<file path="config.mk">
export PLATFORM = sky130hd
export DESIGN_NAME = mem_loader_flat
export DESIGN_NICKNAME = d
export VERILOG_FILES = /design/src/rtl/mem_loader_pkg.sv /design/src/rtl/mem_loader_if.sv /design/src/rtl/mem_loader_sync_edge.sv /design/src/rtl/mem_loader.sv /design/src/flat_wrapper.sv
export SDC_FILE = /design/constraint.sdc
export NUM_CORES = 1
export LEC_CHECK = 0
export ABC_AREA = 1
export BUFFER_PORTS_ARGS = -buffer_cell sky130_fd_sc_hd__buf_2
export CAP_MARGIN = 30
export CORE_MARGIN = 2
export CORE_UTILIZATION = 45
export CTS_CLUSTER_SIZE = 12
export DETAILED_ROUTE_END_ITERATION = 8
export HOLD_SLACK_MARGIN = 0.08
export REMOVE_ABC_BUFFERS = 1
export SLEW_MARGIN = 40
export SYNTH_ARGS = -nofsm -noshare
export SYNTH_HDL_FRONTEND = slang
export SYNTH_SLANG_ARGS = --single-unit
</file>
<file path="constraint.sdc">
create_clock -name clk -period 1.5 [get_ports clk]
set_input_delay 0.15 -clock clk [delete_from_list [all_inputs] [get_ports clk]]
set_output_delay 0.15 -clock clk [all_outputs]
set_load 0.02 [all_outputs]
</file>
<file path="src/rtl/mem_loader_pkg.sv">
// Shared definitions for the serial memory loader.
// Holds the default memory depth (M) and word width (N), the address-width
// helper derived from the depth, and the loader state encoding.
package mem_loader_pkg;

    localparam int M_DEFAULT = 162;
    localparam int N_DEFAULT = 8;

    // Address width for a memory of 'depth' words; never narrower than one bit.
    function automatic int addr_width(input int depth);
        return (depth > 1) ? $clog2(depth) : 1;
    endfunction

    localparam int ADDR_W_DEFAULT = addr_width(M_DEFAULT);

    typedef enum logic [1:0] {
        ST_IDLE  = 2'd0,
        ST_SHIFT = 2'd1,
        ST_WRITE = 2'd2,
        ST_FULL  = 2'd3
    } state_t;

endpackage

</file>
<file path="src/rtl/mem_loader_if.sv">
// Bundle of the serial input pins and the memory write / status outputs of
// the loader.
//   cs_n, sclk, mosi        : serial frame select, bit clock, data (MSB first)
//   addr, data_out          : memory write address and data
//   write_enable            : one-cycle write strobe
//   busy, done, overflow    : loader status
// Modports: master = serial source / memory side, slave = the loader.
interface mem_loader_if #(
    parameter int M = mem_loader_pkg::M_DEFAULT,
    parameter int N = mem_loader_pkg::N_DEFAULT
) ();
    import mem_loader_pkg::*;

    localparam int AW = addr_width(M);

    logic          cs_n;
    logic          sclk;
    logic          mosi;
    logic [AW-1:0] addr;
    logic [N-1:0]  data_out;
    logic          write_enable;
    logic          busy;
    logic          done;
    logic          overflow;

    modport master (
        output cs_n, sclk, mosi,
        input  addr, data_out, write_enable, busy, done, overflow
    );

    modport slave (
        input  cs_n, sclk, mosi,
        output addr, data_out, write_enable, busy, done, overflow
    );

endinterface

</file>
<file path="src/rtl/mem_loader_sync_edge.sv">
// Two-flop synchronizer with a third flop for edge detection.
//   clk, reset : system clock, async active-low reset
//   d          : asynchronous input
//   q          : synchronized level
//   changed    : one-cycle pulse when the synchronized level changes;
//                the new level in q tells rise (q=1) from fall (q=0)
module sync_edge #(
    parameter logic IDLE_VAL = 1'b0
) (
    input  logic clk,
    input  logic reset,
    input  logic d,
    output logic q,
    output logic changed
);

    logic s1, s2, s3;

    always_ff @(posedge clk or negedge reset) begin
        if (!reset) begin
            s1 <= IDLE_VAL;
            s2 <= IDLE_VAL;
            s3 <= IDLE_VAL;
        end else begin
            s1 <= d;
            s2 <= s1;
            s3 <= s2;
        end
    end

    assign q       = s2;
    assign changed = s2 ^ s3;

endmodule

</file>
<file path="src/rtl/mem_loader.sv">
// Serial memory loader: receives N-bit words MSB first over a cs_n/sclk/mosi
// link and writes them to consecutive addresses 0..M-1 of a memory.
//   clk, reset : system clock, async active-low reset
//   bus        : mem_loader_if slave (serial inputs, write port, status)
//
// state | meaning
// ------+-----------------------------------------------------------
// IDLE  | no frame open; waiting for cs_n falling edge
// SHIFT | frame open, assembling the current word bit by bit
// WRITE | one-cycle write of the assembled word
// FULL  | M words written; further sclk edges only flag overflow
module mem_loader
    import mem_loader_pkg::*;
#(
    parameter int M = M_DEFAULT,
    parameter int N = N_DEFAULT
) (
    input  logic         clk,
    input  logic         reset,
    mem_loader_if.slave  bus
);

    localparam int AW = addr_width(M);
    localparam int CW = addr_width(N);
    localparam logic [AW-1:0] ADDR_LAST = AW'(M - 1);
    localparam logic [CW-1:0] BIT_LAST  = CW'(N - 1);

    logic cs_q, cs_chg, sclk_q, sclk_chg;
    logic cs_rise, cs_fall, sclk_rise;
    logic mosi_s1, mosi_s2;

    sync_edge #(.IDLE_VAL(1'b1)) u_sync_cs (
        .clk     (clk),
        .reset   (reset),
        .d       (bus.cs_n),
        .q       (cs_q),
        .changed (cs_chg)
    );

    sync_edge #(.IDLE_VAL(1'b0)) u_sync_sclk (
        .clk     (clk),
        .reset   (reset),
        .d       (bus.sclk),
        .q       (sclk_q),
        .changed (sclk_chg)
    );

    // mosi only needs the level; its two flops keep it aligned with the
    // synchronized sclk so the sampled bit is the one present at the edge.
    always_ff @(posedge clk or negedge reset) begin
        if (!reset) begin
            mosi_s1 <= 1'b0;
            mosi_s2 <= 1'b0;
        end else begin
            mosi_s1 <= bus.mosi;
            mosi_s2 <= mosi_s1;
        end
    end

    assign cs_rise   = cs_chg & cs_q;
    assign cs_fall   = cs_chg & ~cs_q;
    assign sclk_rise = sclk_chg & sclk_q;

    state_t        state, state_nxt;
    logic [AW-1:0] addr_q;
    logic [CW-1:0] bit_cnt;
    logic [N-1:0]  shreg, word_nxt, data_q;
    logic          done_q, overflow_q;
    logic          write_enable, busy;

    assign word_nxt = {shreg[N-2:0], mosi_s2};

    always_ff @(posedge clk or negedge reset) begin
        if (!reset) state <= ST_IDLE;
        else        state <= state_nxt;
    end

    always_comb begin
        state_nxt    = state;
        write_enable = 1'b0;
        busy         = 1'b0;
        case (state)
            ST_IDLE: begin
                if (cs_fall) state_nxt = ST_SHIFT;
            end
            ST_SHIFT: begin
                busy = 1'b1;
                // cs_n release wins over a simultaneous last-bit edge
                if (cs_rise)
                    state_nxt = ST_IDLE;
                else if (sclk_rise && bit_cnt == BIT_LAST)
                    state_nxt = ST_WRITE;
            end
            ST_WRITE: begin
                busy         = 1'b1;
                write_enable = 1'b1;
                if (cs_rise)
                    state_nxt = ST_IDLE;
                else if (addr_q == ADDR_LAST)
                    state_nxt = ST_FULL;
                else
                    state_nxt = ST_SHIFT;
            end
            ST_FULL: begin
                if (cs_rise) state_nxt = ST_IDLE;
            end
            default: state_nxt = ST_IDLE;
        endcase
    end

    always_ff @(posedge clk or negedge reset) begin
        if (!reset) begin
            addr_q     <= '0;
            bit_cnt    <= '0;
            shreg      <= '0;
            data_q     <= '0;
            done_q     <= 1'b0;
            overflow_q <= 1'b0;
        end else begin
            case (state)
                ST_IDLE: begin
                    if (cs_fall) begin
                        addr_q     <= '0;
                        bit_cnt    <= '0;
                        shreg      <= '0;
                        done_q     <= 1'b0;
                        overflow_q <= 1'b0;
                    end
                end
                ST_SHIFT: begin
                    if (!cs_rise && sclk_rise) begin
                        shreg   <= word_nxt;
                        bit_cnt <= bit_cnt + CW'(1);
                        if (bit_cnt == BIT_LAST) data_q <= word_nxt;
                    end
                end
                ST_WRITE: begin
                    bit_cnt <= '0;
                    if (addr_q == ADDR_LAST) done_q <= 1'b1;
                    else                     addr_q <= addr_q + AW'(1);
                end
                ST_FULL: begin
                    if (sclk_rise) overflow_q <= 1'b1;
                end
                default: ;
            endcase
        end
    end

    assign bus.addr         = addr_q;
    assign bus.data_out     = data_q;
    assign bus.write_enable = write_enable;
    assign bus.busy         = busy;
    assign bus.done         = done_q;
    assign bus.overflow     = overflow_q;

endmodule

</file>
<file path="src/flat_wrapper.sv">
// flat-port wrapper written by rule: the top's interface ports become plain ports
module mem_loader_flat import mem_loader_pkg::*;
#(
    parameter int M = M_DEFAULT,
    parameter int N = N_DEFAULT
)
  (clk, reset, bus_cs_n, bus_sclk, bus_mosi, bus_addr, bus_data_out, bus_write_enable, bus_busy, bus_done, bus_overflow);
  mem_loader_if #(.M(M), .N(N)) bus_i ();
  input  logic clk;
  input  logic reset;
  input wire logic [$bits(bus_i.cs_n)-1:0] bus_cs_n;
  input wire logic [$bits(bus_i.sclk)-1:0] bus_sclk;
  input wire logic [$bits(bus_i.mosi)-1:0] bus_mosi;
  output wire logic [$bits(bus_i.addr)-1:0] bus_addr;
  output wire logic [$bits(bus_i.data_out)-1:0] bus_data_out;
  output wire logic [$bits(bus_i.write_enable)-1:0] bus_write_enable;
  output wire logic [$bits(bus_i.busy)-1:0] bus_busy;
  output wire logic [$bits(bus_i.done)-1:0] bus_done;
  output wire logic [$bits(bus_i.overflow)-1:0] bus_overflow;
  assign bus_i.cs_n = bus_cs_n;
  assign bus_i.sclk = bus_sclk;
  assign bus_i.mosi = bus_mosi;
  assign bus_addr = bus_i.addr;
  assign bus_data_out = bus_i.data_out;
  assign bus_write_enable = bus_i.write_enable;
  assign bus_busy = bus_i.busy;
  assign bus_done = bus_i.done;
  assign bus_overflow = bus_i.overflow;
  mem_loader #(.M(M), .N(N)) u_core (.clk(clk), .reset(reset), .bus(bus_i));
endmodule
</file>
## Word-level counts from Yosys, hierarchy flattened

Cells that the tools add are included.

- Memories: 0
- RAM bits: 0
- Input port bits: 5
- Register bits after elaboration: 38
- Memory bits (read-only): 0
- Bits in latches: 0
- Output and inout bits: 20

- Mux-type cells: 22
- Bitwise gates (word level): 6
- Shift-type cells: 0
- $mul: 0
- $lt $le $gt $ge: 0
- Divide/modulo/power cells: 0
- Add/sub/neg operators: 2
- Reductions and logical operators: 16
- Equality and inequality tests: 12

Operators by type and width:

| kind | number |
|---|---|
| AND reduction 3 bit | 7 |
| two-way mux 8 bit | 2 |
| one-hot mux 8 bit (2 select lines) | 1 |
| one-hot mux 7 bit (2 select lines) | 1 |
| two-way mux 2 bit | 6 |
| inequality test 2 x 1 -> 1 bit (second input constant) | 5 |
| one-hot mux 3 bit (3 select lines) | 1 |
| adder 8 x 1 -> 8 bit (second input constant) | 1 |
| == test 8 bit (second input constant) | 1 |
| one-hot mux 2 bit (4 select lines) | 1 |
| two-way mux 7 bit | 1 |
| two-way mux 3 bit | 2 |
| nonzero test 2 bit | 3 |
| two-way mux 1 bit | 5 |
| == test 2 bit (second input constant) | 2 |
| one-hot mux 1 bit (2 select lines) | 2 |
| adder 3 x 1 -> 3 bit (second input constant) | 1 |
| bitwise AND 1 bit | 3 |
| == test 3 bit (second input constant) | 1 |
| inequality test 3 x 1 -> 1 bit (second input constant) | 1 |
| nonzero test 3 bit | 1 |
| == test 2 x 1 -> 1 bit (second input constant) | 1 |
| logical AND 1 bit | 2 |
| zero test 2 bit | 1 |
| other kinds (5) | 6 |

## Depth between registers and ports, before layout

- Depth in word-level cells: 6
- Mapped depth: 9
- Mapped depth without buffers: 9

## By module

A second synthesis with hierarchy kept.

- Cell total of the unflattened synthesis: 224
- Area, all modules: 1895.6 um2

By module, submodules not included:

| module | cells each | sequential area each (um2) | instances | area an instance (um2) |
|---|---|---|---|---|
| mem_loader | 208 | 800.8 | 1 | 1704.1 |
| sync_edge (u_core.u_sync_cs) | 8 | 78.8 | 1 | 97.6 |
| sync_edge (u_core.u_sync_sclk) | 8 | 75.1 | 1 | 93.8 |

## Least setup slack after synthesis

No wires, ideal clock.

- Kind: flip-flop to flip-flop
- From: register u_core.state[0]
- To: register u_core.addr_q[0] (netlist: u_core.bus.addr[0])
- Setup time: 138 ps
- Slack: -107 ps
- Arrival time: 1470 ps
- Data required time: 1362 ps
- Period minus slack after synthesis: 1607 ps
- Cell stages (with the launch flop): 10
- Path through: dfrtp_1 -> inv_1 -> ha_1 -> buf_4 -> nor2_1 -> nor2_2 -> nand2_2 -> buf_6 -> nand2_1 -> o21ai_0

- Cells in the longest elaborated chain, start to end: 3

Ends and longest elaborated chain:

| what | RTL line | RTL |
|---|---|---|
| from (decl) | mem_loader.sv:64 | `state_t state, state_nxt;` |
| from (signal assigned) | mem_loader.sv:75 | `else state <= state_nxt;` |
| == test 2 bit or zero test 2 bit (tied branches) | mem_loader.sv:120 | `case (state)` |
| inequality test 2 bit (no line) (tied with other cells) | n/a |  |
| AND reduction 3 bit (no line) | n/a |  |
| to (signal assigned) | mem_loader.sv:140 | `else addr_q <= addr_q + AW'(1);` |
| to (decl) | mem_loader.sv:65 | `logic [AW-1:0] addr_q;` |

Parallel ways exist; a longest one is shown, timed or not.
A chain may end at the register's enable or synchronous reset.

## Final worst setup path

- From: register u_core.state[1]
- To: output port bus_write_enable

- Cells in the longest elaborated chain, start to end: 2

Ends and longest elaborated chain:

| what | RTL line | RTL |
|---|---|---|
| == test 2 bit | mem_loader.sv:82 | `case (state)` |
| two-way mux 1 bit | mem_loader.sv:82 |  |
| to (decl) | flat_wrapper.sv:16 | `output wire logic [$bits(bus_i.write_enable)-1:0] bus_write_enable;` |

No other way between the ends.

==> metrics <==
count of maximum capacitance violations=0; Cell Count, Final, Fillers Out=312; layout cells sized above 1=24.0%; number of global-route vias before repair=1247; Mapped Cells=217; DP HPWL=2550 um; DP Worst Slack=0.00277 ns; average cell area after synthesis=8.33 um^2; drt total wl=3590 um; Final setup viols=0; Fillers=382; Final Util=57.3%; Final ANT Viol Nets=0; delay-heaviest family, CP=buffers and inverters; num rows=23; final hold slack=0.350 ns; ANT cells=0; CP endpoint kind=primary output; total CTS buffers=5; Initial Util=45.9%; Final Hold Vio Count=0; Tcrit/Tclk final=96.2%; first-pass GRT wire length=5800 um; Internal=0.00202 W; P per Cell Area=1430 nW/um^2; critical path's largest stage delay=0.38 ns; worst hold path class=reg2reg; Layout Skew=0.00590 ns; mean routed wirelength per cell=11.5 um; clock root cell=clkbuf_8; NetSw=0.00120 W; Buf+Inv Stages, Crit Path=3; crit-path cells=buf_4 > ha_4 > buf_4 > buf_2; CP Launch Type=register; final worst path period need=1.44 ns; Sw Share=37.3%; Synth Warn #=0; most frequent CP cell=buf_4; Area Growth Syn to Fin=25.0%; Yosys cell types=21; Sink Count=38; RSZ-0062 raised after global routing=yes; clk_lat worst skew=0.29 ns; Max Buffers Root-to-Sink=2; # IOs=25; vias per cell=4.77; I/O Buffers=24; remaining global-route overflow=0; Die Y=67.4 um; Die ar.=4540 um^2; Gate power share=37.7%; EDFF count, synth=0; Crit Path Max Fanout=7; Final WS setup=0.0574 ns; largest net degree at the start of global routing=39; Primary FF master, synth=dfrtp_1; Detailed Routing Iterations Pass 1=4; NumNets Final=275; CP arrival=1.29 ns; Yosys reg bits=38; maximum VDD drop=0.000892 V; Slew Viols, Final=0; crit path kind=reg2out; initial antenna violation count=0; Tot Pwr=0.00322 W; sequential area share after synthesis=52.8%; max_slew headroom=83.1%; timing-limited maximum frequency=693 MHz; H-tree level count=2; Placed Cells=296; vias=1487; slowest CP cell=dfrtp_1; Cell Area, Synth=1810 um^2; GRT Total Usage=17.5%; Static Leak=1.19 nW; TritonCTS clock tree=built; Clk pin slew, worst setup/hold paths=0.07 ns; DRC=0; CP required=1.35 ns; clock share of power=22.4%; DRT iter0 DRCs=115; Reg power frac=39.9%; Worst-Margin Slew=0.251 ns; outcome=completed; CORE AREA=3940 um^2; gp weighted congestion=0.755; asr flop ratio synth=100%; chip width=67.4 um
-- cell usage after synthesis (3+ instances only) --
cell	instances	area [um^2]
o21ai_0	26	130
dfrtp_1	35	876
nor2_1	11	41.3
nand3_1	11	55.1
nand2_1	83	312
dfstp_2	3	78.8
inv_1	21	78.8
ha_1	9	113
-- placed cells by master (no fill, tap or decap), types with 2 or more instances in the layout --
| cell | instances |
|---|---|
| nand2_1 | 82 |
| dfrtp_1 | 35 |
| o21ai_0 | 26 |
| buf_2 | 24 |
| inv_1 | 19 |
| buf_4 | 12 |
| nand3_1 | 10 |
| nor2_1 | 9 |
| ha_1 | 6 |
| clkbuf_8 | 6 |
| nor2_2 | 4 |
| dlygate4sd3_1 | 4 |
| dfstp_2 | 3 |
| inv_2 | 2 |
| nand3b_1 | 2 |
| nand4_1 | 2 |
| o21ai_1 | 2 |
| ha_4 | 2 |
-- layout make-up --
class | instances | area, um^2 | share of cell area (%)
tap | 50 | 62.6 | 2.77
clock buffer | 6 | 82.6 | 3.65
timing repair buffer | 41 | 270 | 12.0
multi-input combinational | 154 | 798 | 35.3
sequential | 38 | 955 | 42.2
clock inverter | 2 | 12.5 | 0.554
inverter | 21 | 78.8 | 3.49
-- per-layer routing --
metal | up-vias | GRT usage [%] | share of wire, %
met3 | 6 | 5.50 | 4.9
met5 | - | 0 | 0
met1 | 668 | 25.1 | 48
li1 | 774 | - | -
met4 | 0 | 5.36 | 1.5
met2 | 39 | 25.4 | 46
-- metrics by stage --
step / area (um^2) / setup TNS, ns
after floorplan: 1780 / -0.481
after global placement: 2040 / -0.0206
after detailed placement: 2040 / 0
after CTS: 2180 / -0.0322
after global routing: 2260 / -0.0446
final: 2260 / 0
-- logic make-up after synthesis --
| group | count (synthesis) | share of synthesized area [%] |
|---|---|---|
| AO/OA/AOI/OAI | 31 | 8.93 |
| AND/OR/NAND/NOR | 114 | 26.1 |
| buffers and inverters | 25 | 5.95 |
| flip-flops | 38 | 52.8 |
| adder cells (fa/ha/maj) | 9 | 6.23 |
-- final timing paths --
check | start | slack [ns] | to | cells after the start
max in group asynchronous | reset | 0.87 | u_core.u_sync_cs.s1$_DFF_PN1_ | 3
max reg2reg | u_core.state[0]$_DFFE_PN0P_ | 0.12 | u_core.bus.addr[1]$_DFFE_PN0P_ | 8
min in group asynchronous | reset | 0.37 | u_core.bus.addr[3]$_DFFE_PN0P_ | 3
min | u_core.mosi_s1$_DFF_PN0_ | 0.35 | u_core.mosi_s2$_DFF_PN0_ | 0
max | u_core.state[1]$_DFFE_PN0P_ | 0.06 | bus_write_enable | 4
min reg2reg | u_core.mosi_s1$_DFF_PN0_ | 0.35 | u_core.mosi_s2$_DFF_PN0_ | 0
-- power by group through the flow --
stage                     sequential (W)  clock, W  combinational [W]
after global placement           0.00131         0            0.00104
after floorplan                  0.00132         0           0.000648
after global routing             0.00131  0.000801            0.00137
after CTS                        0.00129  0.000752            0.00106
final                            0.00129  0.000722            0.00121
after detailed placement         0.00130         0            0.00103
-- sequential cells by signal, summed over array words and instances (netlist names), 2 cells and up --
register and cells:
u_core.bus.addr 8, u_core.state 2, u_core.bus.data_out 8, u_core.shreg 7, u_core.bit_cnt 3
-- repair_timing --
action | 4_1_cts | 5_1_grt
gates resized for setup | 2 | 11
setup buffers | 0 | 4
hold buffers | 4 | 0
setup endpoints to repair | 4 | 29
pin swaps | 1 | 5
endpoints found under the hold margin | 41 | 0
Power figures use the tool's default switching activity.
